$ cat config.mk
export PLATFORM = sky130hd
export DESIGN_NAME = ps2_host_tx
export DESIGN_NICKNAME = d
export VERILOG_FILES = /design/src/rtl/ps2_pkg.sv /design/src/rtl/ps2_line_sync.sv /design/src/rtl/ps2_host_tx.sv
export SDC_FILE = /design/constraint.sdc
export NUM_CORES = 1
export LEC_CHECK = 0
export ABC_AREA = 1
export BUFFER_PORTS_ARGS = -buffer_cell sky130_fd_sc_hd__buf_2
export CORE_ASPECT_RATIO = 0.9
export CORE_UTILIZATION = 45
export CTS_CLUSTER_SIZE = 28
export DETAILED_ROUTE_END_ITERATION = 8
export GPL_TIMING_DRIVEN = 0
export PLACE_DENSITY = 0.73
export SYNTH_ARGS = -nofsm -noshare
export SYNTH_HDL_FRONTEND = slang
export SYNTH_SLANG_ARGS = --single-unit
export TNS_END_PERCENT = 1
$ cat constraint.sdc
create_clock -name clk -period 5.7 [get_ports clk]
set_input_delay 0.57 -clock clk [delete_from_list [all_inputs] [get_ports clk]]
set_output_delay 0.57 -clock clk [all_outputs]
set_load 0.03 [all_outputs]
$ cat src/rtl/ps2_pkg.sv
// ps2_pkg
// Shared definitions for the PS/2 host-side blocks (transmitter and receiver):
//   - ps2_tx_state_e : host transmit FSM states
//   - ps2_tx_dbg_t   : debug snapshot exported by the transmitter
//   - timing divisors that turn a clock frequency into PS/2 protocol times
//   - small helpers for cycle counts and odd parity
package ps2_pkg;

  typedef enum logic [2:0] {
    ST_IDLE      = 3'd0,
    ST_INHIBIT   = 3'd1,
    ST_RTS       = 3'd2,
    ST_SHIFT     = 3'd3,
    ST_ACK       = 3'd4,
    ST_WAIT_IDLE = 3'd5
  } ps2_tx_state_e;

  typedef struct packed {
    ps2_tx_state_e state;
    logic [3:0]    edge_cnt;
    logic          clk_fall;
    logic          data_fall;
  } ps2_tx_dbg_t;

  // 100 us clock-low inhibit = 1 s / 10_000.
  localparam int unsigned PS2_INHIBIT_DIV = 10_000;
  // ~15 ms max gap between device clock edges = 1 s / 66.
  localparam int unsigned PS2_TIMEOUT_DIV = 66;

  // Edge numbers within a host-to-device frame.
  localparam logic [3:0] PS2_PARITY_EDGE = 4'd9;
  localparam logic [3:0] PS2_STOP_EDGE   = 4'd10;
  localparam logic [3:0] PS2_ACK_EDGE    = 4'd11;

  function automatic int unsigned ps2_cycles(input int unsigned clk_freq,
                                             input int unsigned div);
    return clk_freq / div;
  endfunction

  // PS/2 parity makes the total count of ones (data + parity) odd.
  function automatic logic ps2_odd_parity(input logic [7:0] b);
    return ~^b;
  endfunction

endpackage

$ cat src/rtl/ps2_line_sync.sv
// ps2_line_sync
// Two-flop synchronizer plus falling-edge detector for one raw PS/2 line.
// All flops reset to 1 (the idle level of an open-drain PS/2 line) so the
// first cycles after reset never report a falling edge.
// Ports:
//   clk       in  system clock
//   reset     in  synchronous active-high reset
//   line_in   in  raw, asynchronous line level
//   line_sync out synchronized line level
//   line_fall out one-cycle pulse: previous synced 1, current synced 0
module ps2_line_sync (
  input  logic clk,
  input  logic reset,
  input  logic line_in,
  output logic line_sync,
  output logic line_fall
);

  logic meta_q;
  logic sync_q;
  logic prev_q;

  always_ff @(posedge clk) begin
    if (reset) begin
      meta_q <= 1'b1;
      sync_q <= 1'b1;
      prev_q <= 1'b1;
    end else begin
      meta_q <= line_in;
      sync_q <= meta_q;
      prev_q <= sync_q;
    end
  end

  assign line_sync = sync_q;
  assign line_fall = prev_q & ~sync_q;

endmodule

$ cat src/rtl/ps2_host_tx.sv
// ps2_host_tx
// PS/2 host-to-device transmitter: sends one command byte to a keyboard
// (inhibit, request-to-send, 8 data bits LSB first, odd parity, stop, ACK).
// Ports:
//   clk, reset              system clock, synchronous active-high reset
//   tx_data[7:0]            command byte
//   tx_valid / tx_ready     request handshake
//   ps2_clk_in, ps2_data_in raw PS/2 line levels (asynchronous)
//   ps2_clk_oe, ps2_data_oe 1 = pull the line low, 0 = release (open drain)
//   tx_done                 one-cycle pulse: byte sent and ACKed by device
//   tx_error                one-cycle pulse: missing ACK or edge timeout
//   dbg                     FSM state, edge count and line edge strobes
//
// Handshake: a byte is accepted on a rising clk edge where tx_valid and
// tx_ready are both high. tx_ready is high only in IDLE with reset low, so
// tx_valid outside IDLE is ignored and tx_data is only sampled at acceptance.
module ps2_host_tx
  import ps2_pkg::*;
#(
  parameter int unsigned CLK_FREQ       = 100_000_000,
  parameter int unsigned INHIBIT_CYCLES = ps2_cycles(CLK_FREQ, PS2_INHIBIT_DIV),
  parameter int unsigned TIMEOUT_CYCLES = ps2_cycles(CLK_FREQ, PS2_TIMEOUT_DIV)
) (
  input  logic        clk,
  input  logic        reset,
  input  logic [7:0]  tx_data,
  input  logic        tx_valid,
  output logic        tx_ready,
  input  logic        ps2_clk_in,
  input  logic        ps2_data_in,
  output logic        ps2_clk_oe,
  output logic        ps2_data_oe,
  output logic        tx_done,
  output logic        tx_error,
  output ps2_tx_dbg_t dbg
);

  // One counter serves both the inhibit interval and the edge timeout.
  localparam int unsigned CNT_MAX = (INHIBIT_CYCLES > TIMEOUT_CYCLES) ?
                                    INHIBIT_CYCLES : TIMEOUT_CYCLES;
  localparam int CNT_W = $clog2(CNT_MAX + 1);
  localparam logic [CNT_W-1:0] INH_LAST = CNT_W'(INHIBIT_CYCLES - 1);
  localparam logic [CNT_W-1:0] TO_LAST  = CNT_W'(TIMEOUT_CYCLES - 1);

  ps2_tx_state_e    state_q, state_d;
  logic [CNT_W-1:0] cnt_q, cnt_d;
  logic [3:0]       edge_q, edge_d;
  logic             bit_oe_q, bit_oe_d;
  logic [7:0]       byte_q;
  logic             parity_q;
  logic             done_q, done_d;
  logic             err_q, err_d;
  logic             load;
  logic             clk_oe_c, data_oe_c;
  logic             timeout_hit;

  logic clk_sync, clk_fall;
  logic data_sync, data_fall;

  ps2_line_sync u_clk_sync (
    .clk       (clk),
    .reset     (reset),
    .line_in   (ps2_clk_in),
    .line_sync (clk_sync),
    .line_fall (clk_fall)
  );

  ps2_line_sync u_data_sync (
    .clk       (clk),
    .reset     (reset),
    .line_in   (ps2_data_in),
    .line_sync (data_sync),
    .line_fall (data_fall)
  );

  assign tx_ready = (state_q == ST_IDLE) && !reset;

  always_comb begin
    state_d     = state_q;
    cnt_d       = cnt_q;
    edge_d      = edge_q;
    bit_oe_d    = bit_oe_q;
    load        = 1'b0;
    done_d      = 1'b0;
    err_d       = 1'b0;
    clk_oe_c    = 1'b0;
    data_oe_c   = 1'b0;
    timeout_hit = (cnt_q == TO_LAST);

    case (state_q)
      ST_IDLE: begin
        cnt_d    = '0;
        edge_d   = '0;
        bit_oe_d = 1'b0;
        if (tx_valid && tx_ready) begin
          load    = 1'b1;
          state_d = ST_INHIBIT;
        end
      end

      ST_INHIBIT: begin
        clk_oe_c = 1'b1;
        if (cnt_q == INH_LAST) begin
          // Start bit goes out while the clock is still held low.
          data_oe_c = 1'b1;
          state_d   = ST_RTS;
          cnt_d     = '0;
        end else begin
          cnt_d = cnt_q + CNT_W'(1);
        end
      end

      ST_RTS: begin
        data_oe_c = 1'b1;
        if (clk_fall) begin
          state_d  = ST_SHIFT;
          edge_d   = 4'd1;
          bit_oe_d = ~byte_q[0];
          cnt_d    = '0;
        end else if (timeout_hit) begin
          err_d   = 1'b1;
          state_d = ST_IDLE;
        end else begin
          cnt_d = cnt_q + CNT_W'(1);
        end
      end

      ST_SHIFT: begin
        data_oe_c = bit_oe_q;
        if (clk_fall) begin
          // edge_q counts edges already seen; this edge is edge_q + 1.
          edge_d = edge_q + 4'd1;
          cnt_d  = '0;
          if (edge_q < 4'd8) begin
            bit_oe_d = ~byte_q[edge_q[2:0]];
          end else if (edge_q + 4'd1 == PS2_PARITY_EDGE) begin
            bit_oe_d = ~parity_q;
          end else begin
            bit_oe_d = 1'b0;
            state_d  = ST_ACK;
          end
        end else if (timeout_hit) begin
          err_d   = 1'b1;
          state_d = ST_IDLE;
        end else begin
          cnt_d = cnt_q + CNT_W'(1);
        end
      end

      ST_ACK: begin
        if (clk_fall) begin
          edge_d = PS2_ACK_EDGE;
          cnt_d  = '0;
          if (!data_sync) begin
            state_d = ST_WAIT_IDLE;
          end else begin
            err_d   = 1'b1;
            state_d = ST_IDLE;
          end
        end else if (timeout_hit) begin
          err_d   = 1'b1;
          state_d = ST_IDLE;
        end else begin
          cnt_d = cnt_q + CNT_W'(1);
        end
      end

      ST_WAIT_IDLE: begin
        if (clk_sync && data_sync) begin
          done_d  = 1'b1;
          state_d = ST_IDLE;
        end else if (clk_fall) begin
          cnt_d = '0;
        end else if (timeout_hit) begin
          err_d   = 1'b1;
          state_d = ST_IDLE;
        end else begin
          cnt_d = cnt_q + CNT_W'(1);
        end
      end

      default: begin
        state_d = ST_IDLE;
      end
    endcase
  end

  always_ff @(posedge clk) begin
    if (reset) begin
      state_q  <= ST_IDLE;
      cnt_q    <= '0;
      edge_q   <= '0;
      bit_oe_q <= 1'b0;
      byte_q   <= '0;
      parity_q <= 1'b0;
      done_q   <= 1'b0;
      err_q    <= 1'b0;
    end else begin
      state_q  <= state_d;
      cnt_q    <= cnt_d;
      edge_q   <= edge_d;
      bit_oe_q <= bit_oe_d;
      done_q   <= done_d;
      err_q    <= err_d;
      if (load) begin
        byte_q   <= tx_data;
        parity_q <= ps2_odd_parity(tx_data);
      end
    end
  end

  // Gated with reset so the lines are released for the whole reset pulse.
  assign ps2_clk_oe  = clk_oe_c & ~reset;
  assign ps2_data_oe = data_oe_c & ~reset;
  assign tx_done     = done_q;
  assign tx_error    = err_q;

  assign dbg.state     = state_q;
  assign dbg.edge_cnt  = edge_q;
  assign dbg.clk_fall  = clk_fall;
  assign dbg.data_fall = data_fall;

endmodule

# After elaboration in Yosys (flattened, before gate mapping)
# Cells that the tools add are included.
# totals
output_inout_bits	14
input_bits	13
reg_bits	46
elab_cells	102
# classes
order_cmp	2
eq_ne	17
reduce_logical	16
muxes	40
add_sub_neg	2
bitwise	11
# op_table
cell	n
two-way mux 21 bit	4
case mux 21 bit (4 select lines)	1
two-way mux 3 bit	11
adder 21 x 1 -> 21 bit (second input constant)	1
== test 21 x 14 -> 1 bit (second input constant)	1
== test 21 bit (second input constant)	1
case mux 3 bit (6 select lines)	1
case mux 4 bit (4 select lines)	1
two-way mux 1 bit	15
two-way mux 4 bit	3
inequality test 2 bit (second input constant)	5
inequality test 3 bit (second input constant)	3
case mux 1 bit (3 select lines)	3
nonzero test 4 bit	2
XNOR reduction 8 bit	1
inverter 1 bit	7
== test 3 x 2 -> 1 bit (second input constant)	2
== test 3 bit (second input constant)	2
AND reduction 5 bit	1
adder 4 x 1 -> 4 bit (second input constant)	1
bitwise AND 1 bit	4
== test 4 bit (second input constant)	1
less-than comparator 3 x 4 -> 1 bit (second input constant)	1
less-than comparator 4 bit (second input constant)	1
other kinds (12)	15

# Longest topological paths before layout
# Gate-level depths: netlist (run 1).
# logic_depth
depth_word	6
ltp_mapped	13
mapped_depth_nobuf	13

# Modules after synthesis
# Synthesis (run 1) repeated with hierarchy kept, for this count alone.
# hier_totals
cells_unflattened	426
area_unflattened_um2	2750.1
# modules_own_cells
module	n_inst	cells_per_inst	area_each_um2	seq_area_each_um2
ps2_host_tx	1	402	2562.5	800.8
ps2_line_sync	2	12	93.8	60.1

# Least setup slack after synthesis (run 1)
# Ideal clock, no wire load.
# synth_timing
path_type	reg-to-output
startpoint	reg state_q[0]
endpoint	out ps2_data_oe
t_required_ns	5.130
slack_ns	3.510
path_buffers	0
arrival_ns	1.620
path_stages_with_launch	7
cell_sequence	dfxtp_1 -> inv_4 -> nor3_4 -> inv_1 -> o21ai_0 -> o21ai_0 -> nor2_1
# synth_via
elab_chain_len	3
elab_cells_between_ends	5
cone_classes	eq/ne: 3; mux: 1; bitwise: 1
# synth_lines
element	line_no	rtl
from (decl)	ps2_host_tx.sv:45	ps2_tx_state_e state_q, state_d;
from (signal assigned)	ps2_host_tx.sv:199	state_q <= state_d;
== test 3 x 2 -> 1 bit or == test 3 x 1 -> 1 bit (tied branches)	ps2_host_tx.sv:90	case (state_q)
case mux 1 bit (3 select lines) *	ps2_host_tx.sv:90	
bitwise AND 1 bit *	ps2_host_tx.sv:214	assign ps2_data_oe = data_oe_c & ~reset;
to (decl)	ps2_host_tx.sv:32	output logic ps2_data_oe,
# Mark *: on every way between the ends. The rest lies on a longest branch, timed or not.

# Worst setup path in the final report (run 1)
# layout_timing
startpoint	reg cnt_q[14]
endpoint	out ps2_data_oe
# layout_via
elab_chain_len	4
# layout_lines
element	line_no	rtl
from (decl)	ps2_host_tx.sv:46	logic [CNT_W-1:0] cnt_q, cnt_d;
from (signal assigned)	ps2_host_tx.sv:200	cnt_q <= cnt_d;
== test 21 x 14 -> 1 bit	ps2_host_tx.sv:103	if (cnt_q == INH_LAST) begin
two-way mux 1 bit	ps2_host_tx.sv:103	
case mux 1 bit (3 select lines)	ps2_host_tx.sv:90	
bitwise AND 1 bit	ps2_host_tx.sv:214	
# No other way between the ends.

==> flow_metrics.env, run 1 <==
export IMPL_outcome="finished, final reports clean"
export IMPL_core_area_mm2=0.005823
export IMPL_grt_first_pass_wirelength_mm=10.95
export IMPL_dp_cells=500
export IMPL_numCtsBuffers=5
export IMPL_ys_ff_latch=46
export IMPL_syn_area_per_cell_um2=6.922
export IMPL_async_flop_share_pct=0
export IMPL_die_area_mm2=0.006534
export IMPL_ys_types=41
export IMPL_slowest_delay_ps=340
export IMPL_synth_seq_area_share_pct=32.93
export IMPL_area_growth_syn_to_layout_pct=11.86
export IMPL_cp_end_kind="output pin"
export IMPL_wl_per_cell_um=12.36
export IMPL_grt_overflow=0
export IMPL_slew_viol_final=0
export IMPL_io_buffer_count=26
export IMPL_crit_chain="nor2_1 > nand2_1 > nor2_1 > nand3_1 > o21ai_0 > o21ai_0 > nor2_1 > buf_2"
export IMPL_grt_pass1_vias=2398
export IMPL_r2r_start="state_q[2]$_SDFFE_PP0P_"
export IMPL_synth_nets=424
export IMPL_pwr_density_cell_mw_per_mm2=330.5
export IMPL_num_rows=26
export IMPL_cts_tree="built"
export IMPL_synth_edf_count=0
export IMPL_drt_first_pass_iters=5
export IMPL_cts_hold_buf=0
export IMPL_worstPathRequired_ps=5130
export IMPL_worst_slew_pin_slew_ps=500.6
export IMPL_whs_ps=416.9
export IMPL_clock_latency_ps=310
export IMPL_die_w_um=85.10
export IMPL_vias_per_cell=5.128
export IMPL_max_freq_ghz=0.4185
export IMPL_cp_arrival_ps=1820
export IMPL_rsz0062_at_grt="no"
export IMPL_num_vias=2605
export IMPL_hp_class="flop to flop"
export IMPL_multi_input_area_mm2=0.001605
export IMPL_hp_start="u_clk_sync.meta_q$_SDFF_PP1_"
export IMPL_grt_max_degree=16
export IMPL_ant_nets=0
export IMPL_post_cts_resized=0
export IMPL_timing_slew_headroom_pct=66.58
export IMPL_cp_slowest_cell="dfxtp_1"
export IMPL_clock_path_buffers=2
export IMPL_layout_min_cycle_time_ps=2390
export IMPL_synth_flop_cell="dfxtp_1"
export IMPL_dp_hpwl_mm=4.822
export IMPL_antenna_found_initial=0
export IMPL_insertedDiodeCount=0
export IMPL_initialDrtViolationCount=158
export IMPL_ios=27
export IMPL_htreeDepth=2
export IMPL_finalHoldViolations=0
export IMPL_crit_type="flop to output pin"
export IMPL_route_detailed_drc=0
export IMPL_min_period_over_period_pct=41.92
export IMPL_final_cells=508
export IMPL_nNetsFinal=457
export IMPL_track_usage_pct=21.15
export IMPL_drive_gt1_share_pct=21.69
export IMPL_syn_inst=404
export IMPL_maxCapViolCount=0
export IMPL_skew_ps=4.956
export IMPL_syn_area_mm2=0.002796
export IMPL_cts_setup_buffers=0
export IMPL_leakage_nw=1.338
export IMPL_clk_pin_slew_worst_paths_ps=90
export IMPL_root_buffer="clkbuf_8"
export IMPL_cp_startpoint="cnt_q[14]$_SDFFE_PP0P_"
export IMPL_initial_core_util_pct=48.02
export IMPL_setup_viol=0
export IMPL_cp_max_fo=3
export IMPL_die_h_um=76.79
export IMPL_clock_sinks=46
export IMPL_irDropWorstVdd_mv=0.1574
export IMPL_place_congestion=0.8991
export IMPL_cp_start_kind="flop"
export IMPL_ys_warn_count=0
export IMPL_tns_ps=0
export IMPL_layout_area_seq_um2=920.9
export IMPL_nFillCells=553
export IMPL_finalWirelength_mm=6.281
export IMPL_cpMostUsedCell="nor2_1"
## synth_stat cells, types with 6 or more instances
cell	instances	area [µm²]
a21oi_1	25	125.1
dfxtp_1	46	920.9
ha_1	7	87.58
inv_1	41	153.9
inv_2	6	22.52
nand2_1	94	352.8
nand2_2	8	50.05
nand3_1	23	115.1
nor2_1	57	214.0
nor2_2	9	56.30
o21ai_0	15	75.07
xnor2_1	7	61.31
## where the power goes
group	switching [W]	internal (W)
logic	0.000257	0.000130
clock network	0.000119	0.000130
registers	0.0000406	0.000356
## logic make-up (layout without fill, tap and decap cells)
kind of cell,count (synthesis),after routing,share of synthesized area (%)
AND/OR/NAND/NOR,223,223,38.43
buffers and inverters,59,93,9.664
AO/OA/AOI/OAI,57,57,12.04
flip-flops,46,46,32.93
XOR/XNOR,11,11,3.445
adder cells (fa/ha/maj),7,7,3.132
multiplexers,1,1,0.3580
## sequential cells by signal, indices dropped and copies added (netlist names)
| signal | cells |
|---|---|
| u_clk_sync.prev_q | 1 |
| parity_q | 1 |
| byte_q | 8 |
| u_data_sync.prev_q | 1 |
| edge_q | 4 |
| state_q | 3 |
| u_data_sync.meta_q | 1 |
| tx_done | 1 |
| u_clk_sync.line_sync | 1 |
| tx_error | 1 |
| cnt_q | 21 |
| bit_oe_q | 1 |
| u_data_sync.line_sync | 1 |
| u_clk_sync.meta_q | 1 |
## worst max-delay path, delay by kind of cell (launching register included)
family | cells | cell delay (ps)
buffers and inverters | 1 | 210
AND/OR/NAND/NOR | 5 | 710
AO/OA/AOI/OAI | 2 | 250
flip-flops | 1 | 340
## cells in the final DEF (no fill, tap or decap), types with 5 or more instances in the layout
cell type  count
nand2_1       94
nor2_1        57
dfxtp_1       46
inv_1         41
buf_2         28
a21oi_1       25
nand3_1       23
o21ai_0       15
nor2_2         9
nand2_2        8
xnor2_1        7
ha_1           7
inv_2          6
nand3_2        5
or2_2          5
nor3_1         5
a21oi_2        5
clkbuf_8       5
## final timing paths
path,endpoint,slack (ps),cells past startpoint
setup / recovery,ps2_data_oe,3310,8
hold reg to reg,u_clk_sync.line_sync$_SDFF_PP1_,420,1
hold / removal,u_clk_sync.line_sync$_SDFF_PP1_,420,1
setup reg to reg,cnt_q[18]$_SDFFE_PP0P_,3520,9
## layer usage
layer  global-route usage, %  up-vias  wire length (µm)
met5                       0        -                 0
met4                   6.610        0                70
met3                   4.306        5               414
met2                   31.53       79              2698
met1                   30.37     1167              3097
li1                        -     1354                 -
## cell type report
cell class	instances	share of cell area (%)
multi-input cells	299	51.32
flip-flops and latches	46	29.44
inverters	50	6.240
repair buffers	26	4.160
well taps	70	2.800
plain buffers	9	2.400
clock buffers	5	2.200
clock inverters	3	1.440
## through the flow
stage / instance area [µm²] / util [%] / power, W / setup WS [ps]
finish: 3128 / 53.72 / 0.001034 / 3310
global placement: 3014 / 51.76 / 0.0007808 / 3538
CTS: 3128 / 53.72 / 0.001038 / 3296
floorplan: 2796 / - / 0.0006940 / 3510
detailed placement: 3014 / 51.76 / 0.0007889 / 3517
global route: 3128 / 53.72 / 0.001109 / 3096
Note: power is estimated with default switching activity, not from simulation.
==> run 2, diff against run 1 <==
ABC_AREA = 0   (was 1)
PLACE_DENSITY = 0.74   (was 0.73)
clock period = 2.3 ns   (was 5.7 ns; I/O delays follow)
==> run 2 against run 1 <==
  * The run now ends with setup timing left
  * Clock-buffer cell count grew 1
  * Critical path depth shrank 3
  * Combinational power shrank 12%
==> flow_metrics.env, run 2 <==
export IMPL_io_buffer_count=26
export IMPL_insertedDiodeCount=0
export IMPL_largest_registers="cnt_q x21, byte_q x8, edge_q x4"
export IMPL_internal_power_w=0.001427
export IMPL_tns_ps=-147.8
export IMPL_synth_flop_cell="dfxtp_1"
export IMPL_ant_nets=0
export IMPL_cp_max_fo=2
export IMPL_largest_reg_flops=21
export IMPL_combPwrFrac_pct=17.5
export IMPL_cp_start_kind="flop"
export IMPL_antenna_found_initial=0
export IMPL_synth_seq_area_share_pct=35.32
export IMPL_max_freq_ghz=0.4085
export IMPL_clk_pin_slew_worst_paths_ps=90
export IMPL_ys_types=57
export IMPL_cp_end_kind="output pin"
export IMPL_grt_max_degree=15
export IMPL_rsz0062_at_grt="yes"
export IMPL_clock_sinks=46
export IMPL_whs_ps=99.16
export IMPL_grt_pass1_vias=2219
export IMPL_skew_ps=10.61
export IMPL_synth_top_area_share_pct=35.32
export IMPL_cp_slowest_cell="or4_4"
export IMPL_dp_hpwl_mm=4.381
export IMPL_slew_viol_final=0
export IMPL_finalWirelength_mm=6.327
export IMPL_drt_first_pass_iters=4
export IMPL_async_flop_share_pct=0
export IMPL_area_growth_syn_to_layout_pct=17.75
export IMPL_worstPathRequired_ps=2070
export IMPL_ios=27
export IMPL_nNetsFinal=373
export IMPL_dp_slack_ps=-411.5
export IMPL_syn_area_per_cell_um2=8.252
export IMPL_route_detailed_drc=0
export IMPL_syn_inst=316
export IMPL_grt_first_pass_wirelength_mm=10.32
export IMPL_ys_ff_latch=46
export IMPL_clock_latency_ps=310
export IMPL_fin_util_pct=56.74
export IMPL_maxCapViolCount=0
export IMPL_synth_nets=336
export IMPL_clock_path_buffers=2
export IMPL_core_area_mm2=0.005411
export IMPL_p_sw_w=0.0005281
export IMPL_initialDrtViolationCount=268
export IMPL_pwr_density_cell_mw_per_mm2=636.7
export IMPL_min_period_over_period_pct=106.4
export IMPL_regMostFlops="cnt_q"
export IMPL_vias_per_cell=5.922
export IMPL_root_buffer="clkbuf_8"
export IMPL_numCtsBuffers=5
export IMPL_hp_class="primary input to flop"
export IMPL_initial_core_util_pct=48.18
export IMPL_seq_power_share_pct=44.5
export IMPL_synth_top_area_cell="dfxtp_1"
export IMPL_synth_edf_count=0
export IMPL_wl_per_cell_um=15.03
export IMPL_leakage_nw=1.123
export IMPL_synth_common_cells="dfxtp_1 (46), nand2_1 (30), nor2_1 (28)"
export IMPL_grt_overflow=0
export IMPL_yosysMostFrequentCell="dfxtp_1"
export IMPL_cp_arrival_ps=2220
export IMPL_place_congestion=0.8545
export IMPL_layout_min_cycle_time_ps=2448
export IMPL_timing_final_ws_setup_ps=-147.8
export IMPL_irDropWorstVdd_mv=0.3679
export IMPL_drive_gt1_share_pct=20.06
export IMPL_syn_area_mm2=0.002608
export IMPL_outcome="finished with violations"
export IMPL_finalHoldViolations=0
export IMPL_cts_tree="built"
export IMPL_htreeDepth=2
export IMPL_setup_viol=1
export IMPL_layout_common_cells="dfxtp_1 (43), nand2_1 (30), nor2_1 (27)"
export IMPL_num_rows=25
export IMPL_crit_chain="or4_4 > or2_4 > or3_4 > a211oi_4 > buf_6"
export IMPL_crit_type="flop to output pin"
export IMPL_worst_slew_pin_slew_ps=666.8
export IMPL_violations="setup timing"
export IMPL_die_area_mm2=0.006103
export IMPL_cts_hold_buf=0
export IMPL_die_w_um=82.24
export IMPL_slowest_delay_ps=530
export IMPL_final_common_cell="dfxtp_1"
export IMPL_die_h_um=74.22
export IMPL_timing_slew_headroom_pct=55.55
export IMPL_ys_warn_count=0
export IMPL_num_vias=2493
export IMPL_nFillCells=506
export IMPL_track_usage_pct=22.28
export IMPL_clkPwrFrac_pct=38.0
export IMPL_swShare_pct=27.01
export IMPL_yosys_top_cells_area="dfxtp_1 (35%), xnor2_1 (6.7%), nand2_1 (4.3%)"
[run 2: critical path: cells and delay by family, from the launching register on]
kind / cells / cell delay, ps
and+or+nand+nor: 3 / 1180
buffers and inverters: 1 / 170
DFF: 1 / 330
AOI/OAI and AO/OA: 1 / 240
[run 2: final cells by class]
cell class,count,area [µm²],share of cell area (%)
plain buffers,18,86.33,2.812
clock buffers,6,82.58,2.689
clock inverters,2,60.06,1.956
inverters,15,56.30,1.834
multi-input cells,237,1610,52.44
flip-flops and latches,46,924.6,30.11
well taps,67,83.83,2.730
repair buffers,30,166.4,5.420
[run 2: path summary, 6_finish.rpt]
| path | endpoint | depth (start not counted) | from | slack (ps) |
|---|---|---|---|---|
| worst max register to register | cnt_q[4]$_SDFFE_PP0P_ | 7 | state_q[2]$_SDFFE_PP0P_ | 60 |
| worst min-delay path | u_data_sync.meta_q$_SDFF_PP1_ | 2 | ps2_data_in | 100 |
| worst min register to register | u_clk_sync.line_sync$_SDFF_PP1_ | 1 | u_clk_sync.meta_q$_SDFF_PP1_ | 420 |
| worst max-delay path | ps2_data_oe | 5 | cnt_q[5]$_SDFFE_PP0P_ | -150 |
[run 2: what timing repair did]
action / 4_1_cts / 5_1_grt
setup buffers: 4 / 0
resized for setup: 12 / 10
pin swaps: 4 / 1
endpoints found under the setup margin: 21 / 19
[run 2: through the flow]
step	cells	total power (W)	instance area, µm²
4_1_cts	421	0.001961	3037
3_3_place_gp	409	0.001204	2828
3_5_place_dp	409	0.001210	2828
2_1_floorplan	316	0.001121	2614
6_report	421	0.001955	3070
5_1_grt	421	0.002037	3070
[run 2: layer usage]
metal  global-route usage (%)  vias to the layer above  wire, µm
li1                         -                     1206         -
met1                    31.31                     1171      3113
met2                    33.79                      105      2737
met3                    3.558                       11       374
met4                    9.357                        0       102
met5                        0                        -         0
[run 2: power by group through the flow]
stage	sequential (W)	clock [W]	combinational, W
after global routing	0.000874	0.000787	0.000376
final	0.000869	0.000743	0.000343
after global placement	0.000885	0	0.000319
after CTS	0.000867	0.000761	0.000333
after floorplan	0.000894	0	0.000227
after detailed placement	0.000886	0	0.000324
[run 2: logic make-up after synthesis]
kind of cell / Yosys count / synth area share [%]
compound gates: 65 / 17.23
xor+xnor: 23 / 7.726
fa+ha+maj: 7 / 3.359
buf+inv: 33 / 5.134
flops: 46 / 35.32
mux: 5 / 2.879
simple gates: 137 / 28.36
==> run 3, diff against run 2 <==
GPL_TIMING_DRIVEN = unset   (was 0)
==> run 3 against run 2 <==
  * The run still ends with setup timing left
  * Clock skew fell by 3.9 ps
  * Register-to-register slack improved by 60 ps
  * Critical path depth did not move
  * Cell count fell by 0.24%
  * First-iteration DRC count fell by 41%
  * Via count fell by 4.2%
  * Sequential share of layout area rose by 0.23 points
  * Worst setup slack improved by 32 ps
  * Die area did not move
  * Cell area fell by 1.0%
  * Clock-buffer cell count did not move
  * Sequential cell count did not move
  * Critical path type unchanged
==> flow_metrics.env, run 3 (synthesis results as in run 2) <==
export IMPL_pwr_density_cell_mw_per_mm2=572.4
export IMPL_cp_slowest_cell="or4_4"
export IMPL_cp_max_fo=2
export IMPL_grt_overflow=0
export IMPL_worst_slew_pin_slew_ps=585.3
export IMPL_min_period_over_period_pct=105.0
export IMPL_initial_core_util_pct=48.18
export IMPL_timing_slew_headroom_pct=59.97
export IMPL_cts_hold_buf=0
export IMPL_place_congestion=0.8719
export IMPL_grt_pass1_vias=2097
export IMPL_root_buffer="clkbuf_8"
export IMPL_insertedDiodeCount=0
export IMPL_io_buffer_count=26
export IMPL_vias_per_cell=5.688
export IMPL_seq_power_share_pct=50.0
export IMPL_dp_hpwl_mm=4.520
export IMPL_ios=27
export IMPL_clkPwrFrac_pct=30.0
export IMPL_rsz0062_at_grt="yes"
export IMPL_clock_sinks=46
export IMPL_cp_start_kind="flop"
export IMPL_num_rows=25
export IMPL_clk_pin_slew_worst_paths_ps=90
export IMPL_track_usage_pct=22.00
export IMPL_clock_path_buffers=2
export IMPL_timing_final_ws_setup_ps=-115.4
export IMPL_cp_end_kind="output pin"
export IMPL_die_h_um=74.22
export IMPL_route_detailed_drc=0
export IMPL_setup_viol=1
export IMPL_crit_type="flop to output pin"
export IMPL_area_growth_syn_to_layout_pct=16.55
export IMPL_swShare_pct=30.15
export IMPL_initialDrtViolationCount=157
export IMPL_num_vias=2389
export IMPL_largest_registers="cnt_q x21, byte_q x8, edge_q x4"
export IMPL_cts_tree="built"
export IMPL_cp_arrival_ps=2190
export IMPL_whs_ps=105.9
export IMPL_grt_first_pass_wirelength_mm=10.02
export IMPL_dp_slack_ps=20.96
export IMPL_core_area_mm2=0.005411
export IMPL_crit_chain="or4_4 > or2_1 > or3_1 > a211oi_2 > buf_4"
export IMPL_critPathBufInv=1
export IMPL_die_w_um=82.24
export IMPL_largest_reg_flops=21
export IMPL_p_sw_w=0.0005245
export IMPL_numCtsBuffers=5
export IMPL_antenna_found_initial=0
export IMPL_layout_min_cycle_time_ps=2415
export IMPL_drive_gt1_share_pct=21.81
export IMPL_slew_viol_final=0
export IMPL_cp_top_family="simple AND/OR/NAND/NOR gates"
export IMPL_clock_latency_ps=300
export IMPL_regMostFlops="cnt_q"
export IMPL_finalHoldViolations=0
export IMPL_layout_common_cells="dfxtp_1 (45), nand2_1 (30), nor2_1 (28)"
export IMPL_hp_class="primary input to flop"
export IMPL_skew_ps=6.761
export IMPL_outcome="finished with violations"
export IMPL_die_area_mm2=0.006103
export IMPL_worstPathRequired_ps=2070
export IMPL_drt_first_pass_iters=4
export IMPL_wl_per_cell_um=14.70
export IMPL_leakage_nw=1.142
export IMPL_violations="setup timing"
export IMPL_internal_power_w=0.001215
export IMPL_htreeDepth=2
export IMPL_max_freq_ghz=0.4140
export IMPL_maxCapViolCount=0
export IMPL_ant_nets=0
export IMPL_grt_max_degree=22
export IMPL_slowest_delay_ps=520
export IMPL_irDropWorstVdd_mv=0.3364
export IMPL_combPwrFrac_pct=19.9
export IMPL_final_common_cell="dfxtp_1"
export IMPL_nNetsFinal=372
export IMPL_finalWirelength_mm=6.175
export IMPL_fin_util_pct=56.16
-- run 3: changes by cell type in the layout (fill, tap and decap cells not counted), moves of 2 or more --
cell | previous run | this run
buf_4 | 8 | 21
bufinv_16 | 2 | 0
clkbuf_1 | 11 | 0
clkbuf_2 | 3 | 0
dfxtp_1 | 43 | 45
dfxtp_2 | 3 | 1
-- run 3: timing repair --
action                                  4_1_cts  5_1_grt
pin swaps                                     4        0
endpoints found under the setup margin        1        3
resized for setup                             3        3
setup buffers                                 1        0
-- run 3: area by class of cell --
class | instances | area (µm²)
inverter | 15 | 56.30
tap | 67 | 83.83
sequential | 46 | 922.1
timing repair buffer | 47 | 302.8
clock inverter | 2 | 12.51
clock buffer | 6 | 82.58
multi-input combinational | 237 | 1579
fill | 502 | 2372
-- run 3: through the flow --
stage               total power (W)  TNS (ps)  std cells  instance area [µm²]
floorplan                  0.001121    -235.5        316                 2614
global placement           0.001223         0        411                 2918
detailed placement         0.001233         0        411                 2918
CTS                        0.001754    -125.6        420                 3029
global route               0.001828    -166.8        420                 3039
finish                     0.001740    -115.4        420                 3039
-- run 3: power by group through the flow --
stage	Combinational [W]	Clock, W	Sequential [W]
floorplan	0.000227	0	0.000894
global placement	0.000337	0	0.000886
detailed placement	0.000343	0	0.000890
CTS	0.000346	0.000538	0.000870
global route	0.000380	0.000570	0.000878
finish	0.000347	0.000523	0.000870
-- run 3: path summary, 6_finish.rpt --
path,from,end,slack [ps],cells past startpoint
worst max-delay path,cnt_q[14]$_SDFFE_PP0P_,ps2_data_oe,-120,5
worst min-delay path,ps2_data_in,u_data_sync.meta_q$_SDFF_PP1_,110,2
worst max register to register,cnt_q[14]$_SDFFE_PP0P_,tx_error$_SDFF_PP0_,120,6
worst min register to register,u_data_sync.meta_q$_SDFF_PP1_,u_data_sync.line_sync$_SDFF_PP1_,430,1
-- run 3: per-layer routing --
layer	wire length (µm)	global-route usage, %
met5	0	0
met4	96	9.162
met3	404	3.926
met2	2723	33.24
met1	2950	30.79
